## src/rtl/irq_pkg.sv

```systemverilog
`default_nettype none
// ============================================================================
// Module   : irq_pkg
// Purpose  : Shared constants, register-select type and byte-lane helper for
//            the memory-mapped interrupt controller.
// Revision : 1.0 - initial release
// ============================================================================
package irq_pkg;

  // Register offsets from BASE (low five address bits of the window)
  localparam logic [4:0] IRQ_PEND   = 5'h00;
  localparam logic [4:0] IRQ_MASK   = 5'h04;
  localparam logic [4:0] IRQ_MODE   = 5'h08;
  localparam logic [4:0] IRQ_ID     = 5'h0C;
  localparam logic [4:0] IRQ_ROUTE0 = 5'h10;
  localparam logic [4:0] IRQ_ROUTE1 = 5'h14;

  // ID value returned when nothing is both pending and enabled
  localparam logic [31:0] IRQ_NONE = 32'h20;

  // Route nibble software writes to disconnect a source (any of 6..15 works)
  localparam logic [3:0] IRQ_UNROUTED = 4'd15;

  // Number of HWInt lines into CP0
  localparam int IRQ_NLINES = 6;

  // Decoded register select
  typedef enum logic [2:0] {
    SEL_NONE   = 3'd0,
    SEL_PEND   = 3'd1,
    SEL_MASK   = 3'd2,
    SEL_MODE   = 3'd3,
    SEL_ID     = 3'd4,
    SEL_ROUTE0 = 3'd5,
    SEL_ROUTE1 = 3'd6
  } irq_sel_e;

  // Expand 4 byte enables into a 32-bit bit mask
  function automatic logic [31:0] irq_lane_mask(input logic [3:0] be);
    return {{8{be[3]}}, {8{be[2]}}, {8{be[1]}}, {8{be[0]}}};
  endfunction

endpackage
`default_nettype wire

```

## src/rtl/irq_prio_enc.sv

```systemverilog
`default_nettype none
// ============================================================================
// Module   : irq_prio_enc
// Purpose  : Combinational lowest-index-first priority encoder; returns the
//            index of the lowest set request bit, or the IRQ_NONE code.
// Revision : 1.0 - initial release
// ============================================================================
module irq_prio_enc
  import irq_pkg::*;
#(
  parameter int NSRC = 16
) (
  input  logic [NSRC-1:0] req,
  output logic [5:0]      id
);

  // Scan from the top so the lowest set index is the last one assigned
  always_comb begin
    id = IRQ_NONE[5:0];
    for (int i = NSRC - 1; i >= 0; i--) begin
      if (req[i]) id = 6'(i);
    end
  end

endmodule
`default_nettype wire

```

## src/rtl/irq_ctrl.sv

```systemverilog
`default_nettype none
// ============================================================================
// Module   : irq_ctrl
// Purpose  : Memory-mapped interrupt controller. Latches up to NSRC sources
//            as pending, masks and routes them onto six registered HWInt
//            lines, and exposes PEND/MASK/MODE/ID/ROUTE0/ROUTE1 registers.
// Options  : IRQ_CTRL_EDGE_EN - adds the MODE register, the src_q history and
//            per-source edge detection with write-1-to-clear on PEND.
//            Without it every source is level-sensitive.
// Revision : 1.0 - initial release
// ============================================================================
module irq_ctrl
  import irq_pkg::*;
#(
  parameter logic [31:0] BASE = 32'h0000_7F20,
  parameter int          NSRC = 16
) (
  input  logic            clk,
  input  logic            reset,
  input  logic [NSRC-1:0] src,
  input  logic [31:0]     addr,
  input  logic [3:0]      byteen,
  input  logic [31:0]     wdata,
  output logic [31:0]     rdata,
  output logic            hit,
  output logic [5:0]      HWInt
);

  logic [NSRC-1:0]   pend;
  logic [NSRC-1:0]   mask;
  logic [4*NSRC-1:0] route_q;
  logic [5:0]        hwint_q;

  logic [31:0]       w_off;
  irq_sel_e          w_sel;
  logic              w_wr;
  logic [31:0]       w_lane;
  logic [NSRC-1:0]   w_active;
  logic [NSRC-1:0]   w_pend_nxt;
  logic [5:0]        w_id;
  logic [63:0]       w_route64;
  logic [63:0]       w_route_nxt;
  logic [5:0]        w_hw_nxt;

  // Offset wraps to a huge value below BASE, so one compare bounds both ends
  assign w_off  = addr - BASE;
  assign hit    = (addr[1:0] == 2'b00) && (w_off <= 32'h14);
  assign w_wr   = hit && (byteen != 4'b0000);
  assign w_lane = irq_lane_mask(byteen);

  assign w_active  = pend & mask;
  assign w_route64 = 64'(route_q);

  // Decode the register addressed by this bus cycle
  always_comb begin
    w_sel = SEL_NONE;
    if (hit) begin
      case (w_off[4:0])
        IRQ_PEND:   w_sel = SEL_PEND;
        IRQ_MASK:   w_sel = SEL_MASK;
        IRQ_MODE:   w_sel = SEL_MODE;
        IRQ_ID:     w_sel = SEL_ID;
        IRQ_ROUTE0: w_sel = SEL_ROUTE0;
        IRQ_ROUTE1: w_sel = SEL_ROUTE1;
        default:    w_sel = SEL_NONE;
      endcase
    end
  end

`ifdef IRQ_CTRL_EDGE_EN
  logic [NSRC-1:0] mode;
  logic [NSRC-1:0] src_q;
  logic [NSRC-1:0] w_clr;

  // W1C only touches enabled byte lanes; set beats clear on edge sources
  assign w_clr      = (w_wr && (w_sel == SEL_PEND)) ?
                      (wdata[NSRC-1:0] & w_lane[NSRC-1:0]) : '0;
  assign w_pend_nxt = (mode & ((src & ~src_q) | (pend & ~w_clr))) |
                      (~mode & src);

  // MODE register and one-cycle source history for edge detection
  always_ff @(posedge clk) begin
    if (reset) begin
      mode  <= '0;
      src_q <= '0;
    end else begin
      src_q <= src;
      if (w_wr && (w_sel == SEL_MODE))
        mode <= (mode & ~w_lane[NSRC-1:0]) | (wdata[NSRC-1:0] & w_lane[NSRC-1:0]);
    end
  end
`else
  // Every source is level-sensitive: pending simply tracks the request line
  assign w_pend_nxt = src;
`endif

  // ROUTE0/ROUTE1 byte-lane merge into the packed nibble store
  always_comb begin
    w_route_nxt = w_route64;
    if (w_wr && (w_sel == SEL_ROUTE0))
      w_route_nxt[31:0] = (w_route64[31:0] & ~w_lane) | (wdata & w_lane);
    if (w_wr && (w_sel == SEL_ROUTE1))
      w_route_nxt[63:32] = (w_route64[63:32] & ~w_lane) | (wdata & w_lane);
  end

  // OR-tree: each line collects every active source whose nibble names it
  always_comb begin
    w_hw_nxt = '0;
    for (int k = 0; k < IRQ_NLINES; k++) begin
      for (int i = 0; i < NSRC; i++) begin
        if (w_active[i] && (route_q[4*i +: 4] == 4'(k))) w_hw_nxt[k] = 1'b1;
      end
    end
  end

  // Pending, mask, route and HWInt registers
  always_ff @(posedge clk) begin
    if (reset) begin
      pend    <= '0;
      mask    <= '0;
      route_q <= '0;
      hwint_q <= '0;
    end else begin
      pend    <= w_pend_nxt;
      route_q <= w_route_nxt[4*NSRC-1:0];
      hwint_q <= w_hw_nxt;
      if (w_wr && (w_sel == SEL_MASK))
        mask <= (mask & ~w_lane[NSRC-1:0]) | (wdata[NSRC-1:0] & w_lane[NSRC-1:0]);
    end
  end

  assign HWInt = hwint_q;

  irq_prio_enc #(
    .NSRC (NSRC)
  ) u_prio_enc (
    .req (w_active),
    .id  (w_id)
  );

  // Read mux returns pre-edge register contents; unselected reads give 0
  always_comb begin
    rdata = 32'h0;
    case (w_sel)
      SEL_PEND:   rdata = 32'(pend);
`ifdef IRQ_CTRL_EDGE_EN
      SEL_MODE:   rdata = 32'(mode);
`else
      SEL_MODE:   rdata = 32'h0;
`endif
      SEL_MASK:   rdata = 32'(mask);
      SEL_ID:     rdata = 32'(w_id);
      SEL_ROUTE0: rdata = w_route64[31:0];
      SEL_ROUTE1: rdata = w_route64[63:32];
      default:    rdata = 32'h0;
    endcase
  end

endmodule
`default_nettype wire

```

## config.mk

```make
export PLATFORM = sky130hd
export DESIGN_NAME = irq_ctrl
export DESIGN_NICKNAME = d
export VERILOG_FILES = /design/src/rtl/irq_pkg.sv /design/src/rtl/irq_prio_enc.sv /design/src/rtl/irq_ctrl.sv
export SDC_FILE = /design/constraint.sdc
export NUM_CORES = 1
export LEC_CHECK = 0
export CAP_MARGIN = 40
export CORE_ASPECT_RATIO = 1.25
export CORE_MARGIN = 4
export CORE_UTILIZATION = 46
export CTS_CLUSTER_DIAMETER = 30
export CTS_CLUSTER_SIZE = 40
export DETAILED_ROUTE_END_ITERATION = 8
export PLACE_DENSITY = 0.74
export SLEW_MARGIN = 20
export SYNTH_ARGS = -nofsm -noshare
export SYNTH_HDL_FRONTEND = slang
export SYNTH_HIERARCHICAL = 1
export SYNTH_SLANG_ARGS = --single-unit
```

## constraint.sdc

```tcl
create_clock -name clk -period 4.7 [get_ports clk]
set_input_delay 1.41 -clock clk [delete_from_list [all_inputs] [get_ports clk]]
set_output_delay 1.41 -clock clk [all_outputs]
set_load 0.01 [all_outputs]
```

==> qor.txt <==
Outcome: complete, but fails checks
Failing checks: setup timing
Max-cap viol count: 0
Die H: 145 um
Setup violations, final: 33
FF+latch area: 2040 um^2
FF+latch count, synth: 102
Net Switching: 0.000469 W
Max-slew headroom: 0.457
TritonCTS clock tree: built
CTS HTree Levels: 3
Critical Path RT: 3290 ps
Least-Margin Pin Slew: 814 ps
Die Wd: 117 um
Post-synth top flop: dfxtp_1
Largest net degree at the start of global routing: 81
Clock Skew: 9.56 ps
Cell area after placement: 9090 um^2
Post-Syn Nets: 869
Ant. Diodes: 0
Final-report max-slew violation count: 0
Worst path cell trace: buf_8 -> or4_4 -> o41a_1 -> a2111oi_2 -> nand4_1 -> and4bb_2 -> buf_6 -> buf_6 -> nand3_4 -> buf_12 -> o22ai_4 -> buf_6
Top Ports: 125
Switching Share: 0.245
WL/cell: 20.1 um
Ys Warns: 6
Crit path arrival time: 3930 ps
Cells after Synth: 782
Fin crit period: 5340 ps
Post-Syn Area per Cell: 8.78 um^2
R2R Path End: HWInt[4]
Clk root buf: clkbuf_16
Clock buffer depth: 2
DP HPWL: 18.0 mm
CP startpoint kind: input pin
Final worst path period share: 1.14
Max IR drop VDD: 0.176 mV
Cell Area, Synth: 6860 um^2
Worst hold path class: reg -> reg
# DRC: 0
WHS Path Cells: 2
Clock buffer count from CTS: 9
Multiplexer share of the synthesized area: 0.189
Seq pwr share: 0.457
Yosys cell types: 75
Placed Cells: 1139
Drt total wl: 23.5 mm
Final nets: 1072
Final cell count without fillers: 1168
Comb pwr share: 0.141
Port bufs: 124
Worst Path Max Fanout: 4
Initial antenna violation count: 0
Remaining antenna violation count: 0
Initial Util: 0.472
GP Congestion: 0.995
Post-synthesis to final-layout area growth: 43.3%
Tot GR Track Use: 0.281
Crit path depth: 12
Clk sinks: 102
Largest family of logic cells by synthesized area: simple AND/OR/NAND/NOR gates
Pwr dens: 195 nW/um^2
RSZ-0062 raised after global routing: yes
Critical path's largest stage delay: 520 ps
Routed via count: 6832
Fillers: 1193
Top cell by count, worst path: buf_6
Area of the multi-input gates: 5000 um^2
Post-synthesis sequential area ratio: 0.297
FF-to-FF path depth: 7
Synth Area in Adders: 0.00182
Simple-gate share of the synthesized area: 0.359
Clk_lat worst skew: 350 ps
Post-synth EDFFs: 0
Final hold slack: 492 ps
LEAKAGE: 4.28 nW
Final worst slack: -640 ps
Worst setup path startpoint: addr[27]
Rows: 49
Gr ovfl total: 0
CP bufs+invs: 5
Slowest cell on the critical path: or4_4
Internal power: 0.00144 W
Fin area: 9830 um^2
XOR/XNOR Fraction of Synth Area: 0.00383
Post-synth ARST share: 0
CP endpoint kind: primary output
R2r setup slk: 2660 ps
Critical path class: in -> out
Vias per cell: 5.85
Kind of cell adding the most delay to the critical path: simple AND/OR/NAND/NOR gates
Core ar.: 14500 um^2
Hold Vio Cnt, Final: 0
Setup crit end: rdata[3]
F_max: 0.187 GHz
Initial DRC Count: 615
Vias in the first global route: 6812
Die area: 17000 um^2
Clk slew on worst S/H paths: 70 ps
Clock share of power: 0.401
Pre-antenna DRT Iters: 5
Post-synthesis compound-gate area fraction: 0.107
Layout cells sized above 1: 0.267
First-pass GRT wire length: 36.5 mm
## cell type report
cell class,count,area share
clock buffers,11,0.0237
clock inverters,5,0.00687
inverters,39,0.0149
multi-input cells,608,0.509
flip-flops and latches,102,0.208
well taps,178,0.0226
repair buffers,225,0.216
## power groups by stage
stage	sequential (W)	clock (W)	combinational, W
CTS	0.000875	0.000777	0.000264
detailed placement	0.000895	0	0.000258
global placement	0.000895	0	0.000259
finish	0.000875	0.000767	0.000271
global route	0.000876	0.000810	0.000288
floorplan	0.000894	0	0.000109
## through the flow
| step | utilization | power (W) | worst slack (ps) | TNS [ps] |
|---|---|---|---|---|
| 2_1_floorplan | - | 0.00100 | -256 | -5640 |
| 3_3_place_gp | 0.626 | 0.00115 | -1230 | -39950 |
| 3_5_place_dp | 0.626 | 0.00115 | -1300 | -41570 |
| 4_1_cts | 0.660 | 0.00192 | -712 | -21440 |
| 5_1_grt | 0.677 | 0.00197 | -736 | -21830 |
| 6_report | 0.677 | 0.00191 | -640 | -18780 |
## cell families after synthesis
family          after synthesis
xor+xnor                      3
compound gates              100
simple gates                387
buf+inv                      72
other cells                   1
flops                       102
mux                         116
fa+ha+maj                     1
## cells in the final DEF, fill, tap and decap left out, types with 5 or more instances in the layout
cell type and n:
mux4_2 10, nor2_4 14, nand4_1 12, clkbuf_16 9, nand4_4 9, nor4_1 17, and3_1 6, dlygate4sd2_1 8
or4b_2 9, nor2b_1 26, buf_4 86, nor4_4 5, o22ai_1 10, dlymetal6s2s_1 8, nand2b_1 116, nor4b_1 5
buf_6 33, mux2i_1 98, nand2_1 40, a31oi_1 6, nand3_1 28, a22oi_1 14, inv_1 38, a21oi_1 7
mux2_2 6, buf_2 12, o22ai_4 6, nor2b_4 8, buf_12 10, nor3_1 24, nor2_1 23, o21ai_0 10
dfxtp_1 102, clkdlybuf4s50_1 62
## per-layer routing
metal / vias up / GRT usage / share of wire
li1: 3288 / - / -
met1: 3251 / 0.344 / 0.41
met2: 236 / 0.490 / 0.50
met3: 57 / 0.0322 / 0.046
met4: 0 / 0.127 / 0.042
met5: - / 0 / 0
## tightest hold or removal path: cells and delay by family, from the launching register on
family	cells	cell delay (ps)
DFF	1	320
muxes	1	60
and+or+nand+nor	1	60
## Yosys cell counts (3+ instances only)
master     instances  area (um^2)
a22oi_1           14          105
a31oi_1            6         37.5
nor4_2             4         50.1
and4_1             3         26.3
o22ai_1           16          100
a21oi_1            7         35.0
a41oi_1            3         26.3
nor2b_1           34          213
a221oi_1           3         26.3
clkbuf_1          28          105
and3_1             7         43.8
or4_1              5         37.5
mux2i_1           99          991
nand2_1           41          154
o31ai_1            3         22.5
o21ai_0           12         60.1
or4b_2             9         90.1
nor4b_1            7         61.3
a211oi_1           4         30.0
dfxtp_1          102         2040
mux2_2             6         67.6
a2111oi_0          5         43.8
or4_4              3         33.8
nor3_1            24          120
nor2_1            38          143
inv_1             38          143
a22o_1             4         35.0
nor4_1            21          131
nand4_4            8          170
mux4_2            10          225
or3_1              5         31.3
nand4_1           12         75.1
nand2b_1         116          726
nor3b_1            4         30.0
nand3_1           30          150
## worst min path at each step
stage,from,slack (ps),endpoint
2_1_floorplan,flop,460,flop
3_3_place_gp,flop,470,flop
3_5_place_dp,flop,490,flop
4_1_cts,flop,500,flop
5_1_grt,flop,510,flop
6_report,flop,490,flop
## repair_timing
item	in CTS	in global routing
resized for setup	222	67
buffers inserted	8	6
endpoints found under the setup margin	33	33
cloned	1	0
pin swaps	37	21
hold buffers	0	0
No activity file was read; power rests on OpenSTA's default activity.
